## src/rtl/apb_master_arbiter_if.sv

```systemverilog
// APB bus bundle between the arbiter (master side) and the shared slave fabric.
interface apb_master_arbiter_if;
  logic [31:0] PADDR;
  logic [15:0] PSEL;
  logic        PENABLE;
  logic        PWRITE;
  logic [31:0] PWDATA;
  logic [31:0] PRDATA;
  logic        PREADY;
  logic        PSLVERR;

  modport master (
    output PADDR, PSEL, PENABLE, PWRITE, PWDATA,
    input  PRDATA, PREADY, PSLVERR
  );

  modport slave (
    input  PADDR, PSEL, PENABLE, PWRITE, PWDATA,
    output PRDATA, PREADY, PSLVERR
  );
endinterface

```

## src/rtl/apb_master_arbiter.sv

```systemverilog
// Round-robin arbiter sharing one APB master port among NREQ requesters.
// One single-word transfer at a time; PSEL slot decoded from the address;
// an optional PREADY timeout aborts transfers to hung slaves.
module apb_master_arbiter #(
  parameter int NREQ        = 4,
  parameter int TIMEOUT     = 255,
  parameter int SLOTSEL_LSB = 24
) (
  input  logic                 SYSCLK,
  input  logic                 SYSRST,
  input  logic [NREQ-1:0]      REQ,
  input  logic [NREQ-1:0]      REQ_WRITE,
  input  logic [32*NREQ-1:0]   REQ_ADDR,
  input  logic [32*NREQ-1:0]   REQ_WDATA,
  output logic [NREQ-1:0]      ACK,
  output logic [31:0]          RDATA,
  output logic                 ERR,
  output logic                 BUSY,
  output logic [2:0]           GRANT_ID,
  apb_master_arbiter_if.master apb
);

  typedef enum logic [1:0] {
    S_IDLE,
    S_SETUP,
    S_ACCESS
  } state_e;

  localparam bit         TIMEOUT_EN  = (TIMEOUT != 0);
  localparam logic [7:0] TIMEOUT_CNT = 8'(TIMEOUT);

  state_e            state_q, state_d;
  logic [2:0]        last_q, last_d;
  logic [2:0]        grant_q, grant_d;
  logic [7:0]        wait_q, wait_d;
  logic [31:0]       paddr_q, paddr_d;
  logic [31:0]       pwdata_q, pwdata_d;
  logic              pwrite_q, pwrite_d;
  logic [15:0]       psel_q, psel_d;
  logic              penable_q, penable_d;
  logic [NREQ-1:0]   ack_q, ack_d;
  logic              err_q, err_d;
  logic [31:0]       rdata_q, rdata_d;
  logic              busy_q, busy_d;

  // Arbitration and field selection signals.
  logic [7:0]        pending;
  logic [2:0]        cand;
  logic              win_found;
  logic [2:0]        win_id;
  logic [31:0]       sel_addr;
  logic [31:0]       sel_wdata;
  logic              sel_write;
  logic [NREQ-1:0]   grant_onehot;

  // Round-robin search from LAST+1; a requester being acknowledged cannot win.
  always_comb begin
    // NOTE: every signal gets a default before any branch so no path leaves it
    // unassigned -- otherwise synthesis infers a latch.
    pending            = '0;
    pending[NREQ-1:0]  = REQ & ~ack_q;
    cand               = '0;
    win_found          = 1'b0;
    win_id             = '0;
    for (int k = 1; k <= NREQ; k++) begin
      cand = 3'((int'(last_q) + k) % NREQ);
      if (!win_found && pending[cand]) begin
        win_found = 1'b1;
        win_id    = cand;
      end
    end
  end

  // Winner's request fields and the one-hot ACK pattern of the current grant.
  always_comb begin
    sel_addr     = '0;
    sel_wdata    = '0;
    sel_write    = 1'b0;
    grant_onehot = '0;
    for (int i = 0; i < NREQ; i++) begin
      if (win_id == 3'(i)) begin
        sel_addr  = REQ_ADDR[32*i +: 32];
        sel_wdata = REQ_WDATA[32*i +: 32];
        sel_write = REQ_WRITE[i];
      end
      if (grant_q == 3'(i)) begin
        grant_onehot[i] = 1'b1;
      end
    end
  end

  // Next-state and registered-output logic for the IDLE/SETUP/ACCESS sequence.
  always_comb begin
    state_d   = state_q;
    last_d    = last_q;
    grant_d   = grant_q;
    wait_d    = wait_q;
    paddr_d   = paddr_q;
    pwdata_d  = pwdata_q;
    pwrite_d  = pwrite_q;
    psel_d    = psel_q;
    penable_d = penable_q;
    ack_d     = '0;
    err_d     = err_q;
    rdata_d   = rdata_q;
    busy_d    = busy_q;

    unique case (state_q)
      S_IDLE: begin
        if (win_found) begin
          paddr_d  = sel_addr;
          pwdata_d = sel_wdata;
          pwrite_d = sel_write;
          psel_d   = 16'(1) << sel_addr[SLOTSEL_LSB +: 4];
          last_d   = win_id;
          grant_d  = win_id;
          busy_d   = 1'b1;
          state_d  = S_SETUP;
        end
      end

      S_SETUP: begin
        penable_d = 1'b1;
        wait_d    = '0;
        state_d   = S_ACCESS;
      end

      S_ACCESS: begin
        if (apb.PREADY) begin
          rdata_d   = pwrite_q ? 32'h0 : apb.PRDATA;
          err_d     = apb.PSLVERR;
          ack_d     = grant_onehot;
          psel_d    = '0;
          penable_d = 1'b0;
          busy_d    = 1'b0;
          state_d   = S_IDLE;
        end else if (TIMEOUT_EN && (wait_q == TIMEOUT_CNT)) begin
          // Slave never answered: complete the request with an error.
          rdata_d   = '0;
          err_d     = 1'b1;
          ack_d     = grant_onehot;
          psel_d    = '0;
          penable_d = 1'b0;
          busy_d    = 1'b0;
          state_d   = S_IDLE;
        end else if (wait_q != 8'hFF) begin
          wait_d = wait_q + 8'd1;
        end
      end

      default: state_d = S_IDLE;
    endcase
  end

  // State and output registers with synchronous reset.
  always_ff @(posedge SYSCLK) begin
    // NOTE: non-blocking assignments so every flop samples its pre-edge value.
    if (SYSRST) begin
      state_q   <= S_IDLE;
      last_q    <= 3'(NREQ - 1);
      grant_q   <= '0;
      wait_q    <= '0;
      paddr_q   <= '0;
      pwdata_q  <= '0;
      pwrite_q  <= 1'b0;
      psel_q    <= '0;
      penable_q <= 1'b0;
      ack_q     <= '0;
      err_q     <= 1'b0;
      rdata_q   <= '0;
      busy_q    <= 1'b0;
    end else begin
      state_q   <= state_d;
      last_q    <= last_d;
      grant_q   <= grant_d;
      wait_q    <= wait_d;
      paddr_q   <= paddr_d;
      pwdata_q  <= pwdata_d;
      pwrite_q  <= pwrite_d;
      psel_q    <= psel_d;
      penable_q <= penable_d;
      ack_q     <= ack_d;
      err_q     <= err_d;
      rdata_q   <= rdata_d;
      busy_q    <= busy_d;
    end
  end

  assign ACK         = ack_q;
  assign RDATA       = rdata_q;
  assign ERR         = err_q;
  assign BUSY        = busy_q;
  assign GRANT_ID    = grant_q;
  assign apb.PADDR   = paddr_q;
  assign apb.PSEL    = psel_q;
  assign apb.PENABLE = penable_q;
  assign apb.PWRITE  = pwrite_q;
  assign apb.PWDATA  = pwdata_q;

endmodule
```

## src/flat_wrapper.sv

```systemverilog
// flat-port wrapper written by rule: the top's interface ports become plain ports
module apb_master_arbiter_flat 
#(
  parameter int NREQ        = 4,
  parameter int TIMEOUT     = 255,
  parameter int SLOTSEL_LSB = 24
)
  (SYSCLK, SYSRST, REQ, REQ_WRITE, REQ_ADDR, REQ_WDATA, ACK, RDATA, ERR, BUSY, GRANT_ID, apb_PADDR, apb_PSEL, apb_PENABLE, apb_PWRITE, apb_PWDATA, apb_PRDATA, apb_PREADY, apb_PSLVERR);
  apb_master_arbiter_if apb_i ();
  input  logic SYSCLK;
  input  logic SYSRST;
  input  logic [NREQ-1:0] REQ;
  input  logic [NREQ-1:0] REQ_WRITE;
  input  logic [32*NREQ-1:0] REQ_ADDR;
  input  logic [32*NREQ-1:0] REQ_WDATA;
  output logic [NREQ-1:0] ACK;
  output logic [31:0] RDATA;
  output logic ERR;
  output logic BUSY;
  output logic [2:0] GRANT_ID;
  output wire logic [$bits(apb_i.PADDR)-1:0] apb_PADDR;
  output wire logic [$bits(apb_i.PSEL)-1:0] apb_PSEL;
  output wire logic [$bits(apb_i.PENABLE)-1:0] apb_PENABLE;
  output wire logic [$bits(apb_i.PWRITE)-1:0] apb_PWRITE;
  output wire logic [$bits(apb_i.PWDATA)-1:0] apb_PWDATA;
  input wire logic [$bits(apb_i.PRDATA)-1:0] apb_PRDATA;
  input wire logic [$bits(apb_i.PREADY)-1:0] apb_PREADY;
  input wire logic [$bits(apb_i.PSLVERR)-1:0] apb_PSLVERR;
  assign apb_PADDR = apb_i.PADDR;
  assign apb_PSEL = apb_i.PSEL;
  assign apb_PENABLE = apb_i.PENABLE;
  assign apb_PWRITE = apb_i.PWRITE;
  assign apb_PWDATA = apb_i.PWDATA;
  assign apb_i.PRDATA = apb_PRDATA;
  assign apb_i.PREADY = apb_PREADY;
  assign apb_i.PSLVERR = apb_PSLVERR;
  apb_master_arbiter #(.NREQ(NREQ), .TIMEOUT(TIMEOUT), .SLOTSEL_LSB(SLOTSEL_LSB)) u_core (.SYSCLK(SYSCLK), .SYSRST(SYSRST), .REQ(REQ), .REQ_WRITE(REQ_WRITE), .REQ_ADDR(REQ_ADDR), .REQ_WDATA(REQ_WDATA), .ACK(ACK), .RDATA(RDATA), .ERR(ERR), .BUSY(BUSY), .GRANT_ID(GRANT_ID), .apb(apb_i));
endmodule
```

## config.mk

```make
export PLATFORM = sky130hd
export DESIGN_NAME = apb_master_arbiter_flat
export DESIGN_NICKNAME = d
export VERILOG_FILES = /design/src/rtl/apb_master_arbiter_if.sv /design/src/rtl/apb_master_arbiter.sv /design/src/flat_wrapper.sv
export SDC_FILE = /design/constraint.sdc
export NUM_CORES = 1
export LEC_CHECK = 0
export ABC_CLOCK_PERIOD_IN_PS = 5400
export CAP_MARGIN = 10
export CORE_AREA = 2 2 164 166
export CTS_CLUSTER_DIAMETER = 50
export CTS_CLUSTER_SIZE = 24
export DETAILED_ROUTE_END_ITERATION = 7
export DIE_AREA = 0 0 166 168
export PLACE_DENSITY = 0.63
export SLEW_MARGIN = 0
export SYNTH_ARGS = -nofsm -noshare
export SYNTH_HDL_FRONTEND = slang
export SYNTH_SLANG_ARGS = --single-unit
```

## constraint.sdc

```tcl
create_clock -name SYSCLK -period 5.4 [get_ports SYSCLK]
set_clock_uncertainty 0.15 [all_clocks]
set_input_delay 1.08 -clock SYSCLK [delete_from_list [all_inputs] [get_ports SYSCLK]]
set_output_delay 1.08 -clock SYSCLK [all_outputs]
set_load 0.03 [all_outputs]
```

### Word level (Yosys, flattened, before mapping)

Index checks and enable logic that the tools add are counted.

| storage, ports and cells | value |
|---|---|
| bits in registers | 135 |
| bits in latches | 0 |
| RAM bits | 0 |
| memory bits (read-only) | 0 |
| input bits | 300 |
| output and inout bits | 123 |
| word-level logic and storage cells | 124 |
| memories kept | 0 |

| cells by class | value |
|---|---|
| $add $sub $neg | 5 |
| multipliers | 0 |
| div/mod/pow operators | 0 |
| magnitude comparators | 4 |
| equal/unequal tests | 15 |
| shift operators | 1 |
| muxes and demuxes | 56 |
| bitwise logic cells | 7 |
| reductions and logical operators | 23 |

Operators with widths:

| kind | count |
|---|---|
| 32-bit 2-to-1 mux | 11 |
| 16-bit 2-to-1 mux | 3 |
| 16-bit case mux with 2 select lines | 1 |
| 8-bit 2-to-1 mux | 3 |
| 1-bit 2-to-1 mux | 21 |
| 3-bit by 4-bit less-than comparator with 1-bit output (second input constant) | 4 |
| 8-bit case mux with 2 select lines | 1 |
| 1-bit by 4-bit << shifter with 16-bit output (first input constant) | 1 |
| 1-bit binary-select mux with 3-bit select | 4 |
| 3-bit by 2-bit equality test with 1-bit output (second input constant) | 4 |
| 3-bit 2-to-1 mux | 4 |
| 2-bit OR reduction | 5 |
| 8-bit by 1-bit adder with 8-bit output (second input constant) | 1 |
| 8-bit equality test (second input constant) | 1 |
| 4-bit 2-to-1 mux | 2 |
| 8-bit != test (second input constant) | 1 |
| 2-bit AND reduction | 4 |
| 3-bit by 1-bit equality test with 1-bit output (second input constant) | 2 |
| 3-bit logical NOT | 2 |
| 2-bit 2-to-1 mux | 3 |
| 2-bit case mux with 3 select lines | 1 |
| 2-bit nonzero test | 3 |
| 2-bit by 1-bit adder with 2-bit output (second input constant) | 2 |
| 2-bit adder (second input constant) | 2 |
| 15 further kinds | 25 |

### Longest topological paths before layout

Gate-level depths: netlist of the first run.

| logic depth | value |
|---|---|
| depth in word-level cells | 23 |
| mapped depth | 9 |
| gate-level depth less buffers | 8 |

### Least setup slack after synthesis of the first run

No wires, ideal clock.

| timing path | value |
|---|---|
| path kind | input port to flip-flop |
| from | input REQ[2] |
| to | register u_core.psel_q[13], in the netlist u_core.apb.PSEL[13] |
| setup time | 0.117 ns |
| data arrival time | 2.598 ns |
| data required time | 5.133 ns |
| setup slack | 2.535 ns |
| stages | 7 |
| buffers on the path | 1 |
| path through | nand2b_1 buf_2 a21o_1 nor2_2 mux2_1 a211o_1 a32o_1 |

| between the ends | value |
|---|---|
| cells in the longest elaborated chain, start to end | 21 |
| elaborated cells between the ends (all ways) | 36 |
| classes of those cells | eq/ne: 4; shift: 1; mux: 22; bitwise: 1; reduce/logical: 8 |

RTL lines:

| element | RTL line | RTL |
|---|---|---|
| start: declaration | flat_wrapper.sv:12 | `input logic [NREQ-1:0] REQ;` |
| 4-bit bitwise AND (*) | apb_master_arbiter.sv:61 | `pending[NREQ-1:0] = REQ & ~ack_q;` |
| 1-bit binary-select mux with 3-bit select | apb_master_arbiter.sv:67 | `if (!win_found && pending[cand]) begin` |
| 1-bit 2-to-1 mux (not written as such) | apb_master_arbiter.sv:67 |  |
| 1-bit 2-to-1 mux | apb_master_arbiter.sv:67 |  |
| 1-bit logical NOT | apb_master_arbiter.sv:67 |  |
| 1-bit logical AND | apb_master_arbiter.sv:67 |  |
| 1-bit 2-to-1 mux | apb_master_arbiter.sv:67 |  |
| 1-bit logical NOT | apb_master_arbiter.sv:67 |  |
| [... 2 more ...] | - |  |
| 1-bit logical NOT | apb_master_arbiter.sv:67 |  |
| 1-bit logical AND | apb_master_arbiter.sv:67 |  |
| 3-bit 2-to-1 mux | apb_master_arbiter.sv:67 |  |
| 3-bit logical NOT | apb_master_arbiter.sv:81 | `if (win_id == 3'(i)) begin` |
| 32-bit 2-to-1 mux (4 in series) | apb_master_arbiter.sv:81 |  |
| 1-bit by 4-bit << shifter with 16-bit output | apb_master_arbiter.sv:114 | `psel_d = 16'(1) << sel_addr[SLOTSEL_LSB +: 4];` |
| 16-bit 2-to-1 mux | apb_master_arbiter.sv:110 | `if (win_found) begin` |
| 16-bit case mux with 2 select lines | apb_master_arbiter.sv:108 | `unique case (state_q)` |
| end signal: assignment | apb_master_arbiter.sv:180 | `psel_q <= psel_d;` |
| end: declaration | apb_master_arbiter.sv:39 | `logic [15:0] psel_q, psel_d;` |

Mark *: on every way between the ends. The rest lies on a longest branch, timed or not. The select of a mux whose other input is x is not followed.
A chain may end at the register's enable or synchronous reset.

### Worst setup path in the final report of the first run

| timing path | value |
|---|---|
| from | input REQ[0] |
| to | register u_core.psel_q[13], in the netlist u_core.apb.PSEL[13] |

Same word-level chain as after synthesis.

==> flow_metrics.env, run 1 <==
export IMPL_outcome="finished, final reports clean"
export IMPL_synth_area_leader_cell="dfxtp_1"
export IMPL_dp_hpwl_mm=22.2
export IMPL_hold_buffers=0
export IMPL_grt_pass1_vias=8269
export IMPL_setup_viol=0
export IMPL_dpl_cell_count=1658
export IMPL_crit_type="in -> reg"
export IMPL_nets=1641
export IMPL_p_per_area_nw_per_um2=330
export IMPL_hp_class="reg -> reg"
export IMPL_cts_root_buffer="clkbuf_16"
export IMPL_start_util_pct=26.6
export IMPL_cap_violations=0
export IMPL_ir_drop_mv=0.171
export IMPL_drt_iter0_markers=612
export IMPL_grt_overflow_total=0
export IMPL_ys_ff_latch=134
export IMPL_synth_edf_count=0
export IMPL_max_stage_delay_ns=0.80
export IMPL_setup_tns_ns=0
export IMPL_synth_cells=960
export IMPL_cp_buffers_inverters=2
export IMPL_grt_usage_pct=21.6
export IMPL_drv_slew=0
export IMPL_diodes=0
export IMPL_gp_routability_congestion=0.865
export IMPL_syn_avg_cell_area_um2=7.29
export IMPL_rsz0062_at_grt="false"
export IMPL_post_cts_buffers=0
export IMPL_cts_buffer_depth=2
export IMPL_yosys_top_cells_count="313 x nand2_1, 164 x nand3_1, 134 x dfxtp_1"
export IMPL_antenna_found_initial=0
export IMPL_crit_family="compound AO/OA/AOI/OAI gates"
export IMPL_slew_headroom_pct=41.5
export IMPL_hold_viol_final=0
export IMPL_synth_top_area_share_pct=38.3
export IMPL_num_vias=8471
export IMPL_htreeDepth=4
export IMPL_cts_tree="built"
export IMPL_grt_max_degree=69
export IMPL_synth_area_um2=7000
export IMPL_numClockSinks=134
export IMPL_clk_pin_slew_worst_paths_ns=0.07
export IMPL_yosys_warnings=0
export IMPL_route_detailed_drc=0
export IMPL_synth_cell_types=57
export IMPL_worstPathRequired_ns=5.56
export IMPL_crit_start="REQ[0]"
export IMPL_grt_pass1_wl_mm=47.8
export IMPL_die_w_um=166
export IMPL_insertion_delay_ns=0.42
export IMPL_io_buffers=421
export IMPL_cp_cell_sequence="clkdlybuf4s50_1, nand2b_1, a221oi_2, nor2_4, buf_4, a311o_1, a32o_1"
export IMPL_io_pins=423
export IMPL_syn_nets=1265
export IMPL_startpoint_type="primary input"
export IMPL_leakage_nw=4.52
export IMPL_antenna_left=0
export IMPL_num_rows=60
export IMPL_period_needed_ns=3.64
export IMPL_crit_path_top_delay_cell="a221oi_2"
export IMPL_core_region_area_um2=26400
export IMPL_worst_path_max_fanout=61
export IMPL_wl_mm=30.9
export IMPL_cp_end_kind="flop"
export IMPL_cp_data_arrival_time_ns=3.79
export IMPL_yosys_most_used_dff="dfxtp_1"
export IMPL_cts_buffers=17
export IMPL_cts_resized=0
export IMPL_firstDrtPassIters=5
export IMPL_drive_above_1_share_pct=4.60
export IMPL_fp_dieH_um=168
export IMPL_finalCritPeriodShare_pct=67.4
export IMPL_area_growth_pct=72.7
export IMPL_fmax_mhz=275
export IMPL_worstHoldStart="u_core.RDATA[29]"
export IMPL_layoutNonFillerInstCount=1690
export IMPL_tightest_slew_ns=0.876
export IMPL_yosys_top_cells_area="dfxtp_1 38%, nand2_1 17%, nand3_1 12%"
export IMPL_fillers=2594
export IMPL_reg2reg_from="u_core.ACK[0]"
export IMPL_yosysMostFrequentCell="nand2_1"
export IMPL_ys_seq_area_share_pct=38.3
export IMPL_wire_per_inst_um=18.3
export IMPL_postSynth_asyncResetShare_pct=0
export IMPL_viasPerCell=5.01
export IMPL_die_area_um2=27900
cells by family after synthesis:
kind of cell	share of synthesized area, %
simple gates	34.0
compound gates	20.2
flops	38.3
buf+inv	5.29
xor+xnor	0.751
fa+ha+maj	0.894
mux	0.447
other cells	0.0536
placed cells by master (no fill, tap or decap), drive strengths merged, types with 2 or more instances in the layout:
master and n:
clkdlybuf4s50 420, nand2 313, nand3 164, dfxtp 134, a32o 69, a21oi 50, nor2 26, inv 18
clkbuf 17, buf 16, o211ai 14, o21ai 14, nand2b 8, nor2b 7, a211oi 6, nand4 5
nor3 5, ha 5, nor4b 5, o2bb2ai 4, o311ai 4, xor2 3, xnor2 3, a221oi 3
a21o 2, and2 2, mux2i 2, a22oi 2, a311o 2, a211o 2, nand4b 2, bufinv 2
clkinv 2, clkinvlp 2, o221ai 2, or4 2
worst min-delay path, stage by stage, from the launching register on:
cell	delay (ns)
dfxtp_1	0.31
nand2_1	0.05
a21oi_1	0.05
worst paths after layout:
kind	to	depth (start not counted)	slack (ns)
worst min-delay path	u_core.RDATA[29]	2	0.30
worst max register to register	u_core.apb.PSEL[13]	6	2.52
worst max-delay path	u_core.apb.PSEL[13]	7	1.76
worst min register to register	u_core.RDATA[29]	2	0.30
state kept, by name, indices dropped and copies added, names as in the netlist:
name / cells
u_core.ERR: 1
u_core.apb.PWDATA: 32
u_core.apb.PENABLE: 1
u_core.wait_q: 8
u_core.last_q: 2
u_core.BUSY: 1
u_core.apb.PWRITE: 1
u_core.state_q: 2
u_core.GRANT_ID: 2
u_core.apb.PSEL: 16
u_core.RDATA: 32
u_core.ACK: 4
u_core.apb.PADDR: 32
power breakdown:
group	leakage [nW]	switching (mW)	internal, mW
Combinational	3.13	0.909	0.662
Clock	0.293	0.518	0.702
Sequential	1.10	0.0794	1.12
Total	4.52	1.51	2.48
area by class of cell:
cell class	count	area, um^2	area share (%)
clock inverters	15	181	1.50
multi-input cells	738	3990	33.0
inverters	9	33.8	0.279
flip-flops and latches	134	2680	22.2
repair buffers	436	4350	36.0
clock buffers	17	425	3.52
well taps	341	427	3.53
stage by stage:
step | hold slack (ns) | worst slack, ns | util [%] | area, um^2 | power [mW]
CTS | 0.302 | 1.78 | 45.9 | 12100 | 4.04
finish | 0.301 | 1.76 | 45.9 | 12100 | 3.99
global placement | 0.287 | 1.40 | 43.6 | 11500 | 2.79
global route | 0.322 | 1.59 | 45.9 | 12100 | 4.20
detailed placement | 0.294 | 1.33 | 43.6 | 11500 | 2.79
floorplan | 0.315 | 2.53 | - | 7000 | 2.08
routing by layer:
| metal | GRT usage, % | routed length, um |
|---|---|---|
| met3 | 7.05 | 2490 |
| met1 | 25.9 | 12800 |
| met2 | 37.5 | 15000 |
| met4 | 5.56 | 602 |
| met5 | 0 | 0 |
No activity file was read; power rests on OpenSTA's default activity.
==> run 2, diff against run 1 <==
Settings changed: ABC_CLOCK_PERIOD_IN_PS 5400 to 3400, CORE_AREA 2 2 164 166 to 2 2 166 168, DIE_AREA 0 0 166 168 to 0 0 168 170, PLACE_DENSITY 0.63 to 0.62.
Clock period 5.4 ns to 3.4 ns, I/O delays scaled along.
==> run 2 against run 1 <==
Die area rose by 2.4%. First-iteration DRC count decreased by 0.98%. Clock power up 58%. Highest routed layer unchanged. Non-clock buffer count up 6. Via count grew 0.18%. Register-to-register slack worse by 1.6 ns. Sequential power up 59%. Cell area grew 1.1%.
==> flow_metrics.env, run 2 (synthesized netlist as in run 1, its figures left out) <==
export IMPL_area_growth_pct=74.6
export IMPL_die_w_um=168
export IMPL_nets=1647
export IMPL_numClockSinks=134
export IMPL_period_needed_ns=2.81
export IMPL_max_stage_delay_ns=0.58
export IMPL_fp_dieH_um=170
export IMPL_cp_end_kind="flop"
export IMPL_num_vias=8486
export IMPL_route_detailed_drc=0
export IMPL_io_buffers=421
export IMPL_hp_class="reg -> reg"
export IMPL_cp_data_arrival_time_ns=3.02
export IMPL_drive_above_1_share_pct=5.02
export IMPL_grt_pass1_vias=8398
export IMPL_crit_type="in -> reg"
export IMPL_cp_cell_sequence="clkdlybuf4s50_1, nand2b_1, a221oi_2, o21ai_1, a2111oi_1, a211o_1, a32o_1"
export IMPL_final_common_cell="clkdlybuf4s50_1"
export IMPL_hold_buffers=0
export IMPL_antenna_found_initial=1
export IMPL_design_area_um2=12200
export IMPL_cts_buffer_depth=2
export IMPL_drt_iter0_markers=606
export IMPL_worst_path_max_fanout=7
export IMPL_fillers=2617
export IMPL_firstDrtPassIters=5
export IMPL_post_cts_buffers=0
export IMPL_grt_usage_pct=21.1
export IMPL_rsz0062_at_grt="false"
export IMPL_num_rows=60
export IMPL_ir_drop_mv=0.306
export IMPL_insertion_delay_ns=0.42
export IMPL_startpoint_type="primary input"
export IMPL_cts_root_buffer="clkbuf_16"
export IMPL_viasPerCell=5.00
export IMPL_outcome="finished, final reports clean"
export IMPL_htreeDepth=4
export IMPL_leakage_nw=4.58
export IMPL_gp_routability_congestion=0.824
export IMPL_tightest_slew_ns=0.652
export IMPL_cts_tree="built"
export IMPL_hold_viol_final=0
export IMPL_grt_max_degree=68
export IMPL_dp_hpwl_mm=22.3
export IMPL_finalCritPeriodShare_pct=82.5
export IMPL_fmax_mhz=356
export IMPL_wire_per_inst_um=18.2
export IMPL_core_region_area_um2=26700
export IMPL_wl_mm=30.9
export IMPL_p_per_area_nw_per_um2=522
export IMPL_worstPathRequired_ns=3.61
export IMPL_dpl_cell_area_um2=11600
export IMPL_grt_pass1_wl_mm=47.2
export IMPL_slew_headroom_pct=55.8
export IMPL_drv_slew=0
export IMPL_cts_resized=0
export IMPL_grt_overflow_total=0
export IMPL_antenna_left=0
export IMPL_final_util_pct=45.9
export IMPL_start_util_pct=26.3
export IMPL_setup_tns_ns=0
export IMPL_final_cell_mix="420 x clkdlybuf4s50_1, 312 x nand2_1, 164 x nand3_1, 134 x dfxtp_1, 69 x a32o_1"
export IMPL_crit_path_top_delay_cell="a2111oi_1"
export IMPL_io_pins=423
export IMPL_die_area_um2=28600
export IMPL_cts_buffers=17
export IMPL_clk_pin_slew_worst_paths_ns=0.06
export IMPL_setup_viol=0
export IMPL_cap_violations=0
==> run 2: cell types whose count changed in the layout (fill, tap and decap cells not counted), sizes merged <==
cell / change
buf: +6
diode: +1
inv: -1
clkinv: +1
==> run 2: worst max-delay path, delay by kind of cell <==
family                 cells  cell delay [ns]
and+or+nand+nor            1             0.18
AOI/OAI and AO/OA          5             1.69
buffers and inverters      1             0.47
==> run 2: area by class of cell <==
| type | instances | area [um^2] | area share (%) |
|---|---|---|---|
| sequential | 134 | 2680 | 21.9 |
| clock inverter | 15 | 181 | 1.48 |
| tap | 341 | 427 | 3.49 |
| clock buffer | 17 | 425 | 3.48 |
| inverter | 9 | 33.8 | 0.276 |
| antenna | 1 | 2.50 | 0.0205 |
| multi-input combinational | 738 | 3990 | 32.7 |
| timing repair buffer | 442 | 4480 | 36.6 |
==> run 2: per-stage QoR <==
| stage | total power, mW | setup WS [ns] | cells | hold slack [ns] |
|---|---|---|---|---|
| 6_report | 6.38 | 0.595 | 1697 | 0.299 |
| 5_1_grt | 6.73 | 0.388 | 1697 | 0.315 |
| 4_1_cts | 6.46 | 0.640 | 1696 | 0.302 |
| 3_5_place_dp | 4.50 | 0.198 | 1664 | 0.295 |
| 3_3_place_gp | 4.49 | 0.245 | 1664 | 0.287 |
| 2_1_floorplan | 3.31 | 0.935 | 960 | 0.315 |
==> run 2: layer usage <==
metal	vias up	GRT usage (%)	part of all wire, %
met4	0	7.37	2.6
met3	44	7.28	8.6
met5	-	0	0
met1	3936	24.0	40
met2	336	36.7	49
li1	4170	-	-
==> run 2: path summary, 6_finish.rpt <==
check                         from                  end  slack [ns]  depth (start not counted)
setup reg to reg     u_core.ACK[0]  u_core.apb.PSEL[13]        0.89                          6
hold reg to reg   u_core.RDATA[20]     u_core.RDATA[20]        0.30                          2
hold / removal    u_core.RDATA[20]     u_core.RDATA[20]        0.30                          2
setup / recovery            REQ[0]  u_core.apb.PSEL[13]        0.59                          7
==> run 2: power by group <==
group          internal, mW  total (mW)  switching (mW)
Clock                  1.11        1.93           0.815
Sequential             1.78        1.91           0.129
Combinational          1.10        2.55            1.44
Total                  3.99        6.38            2.39
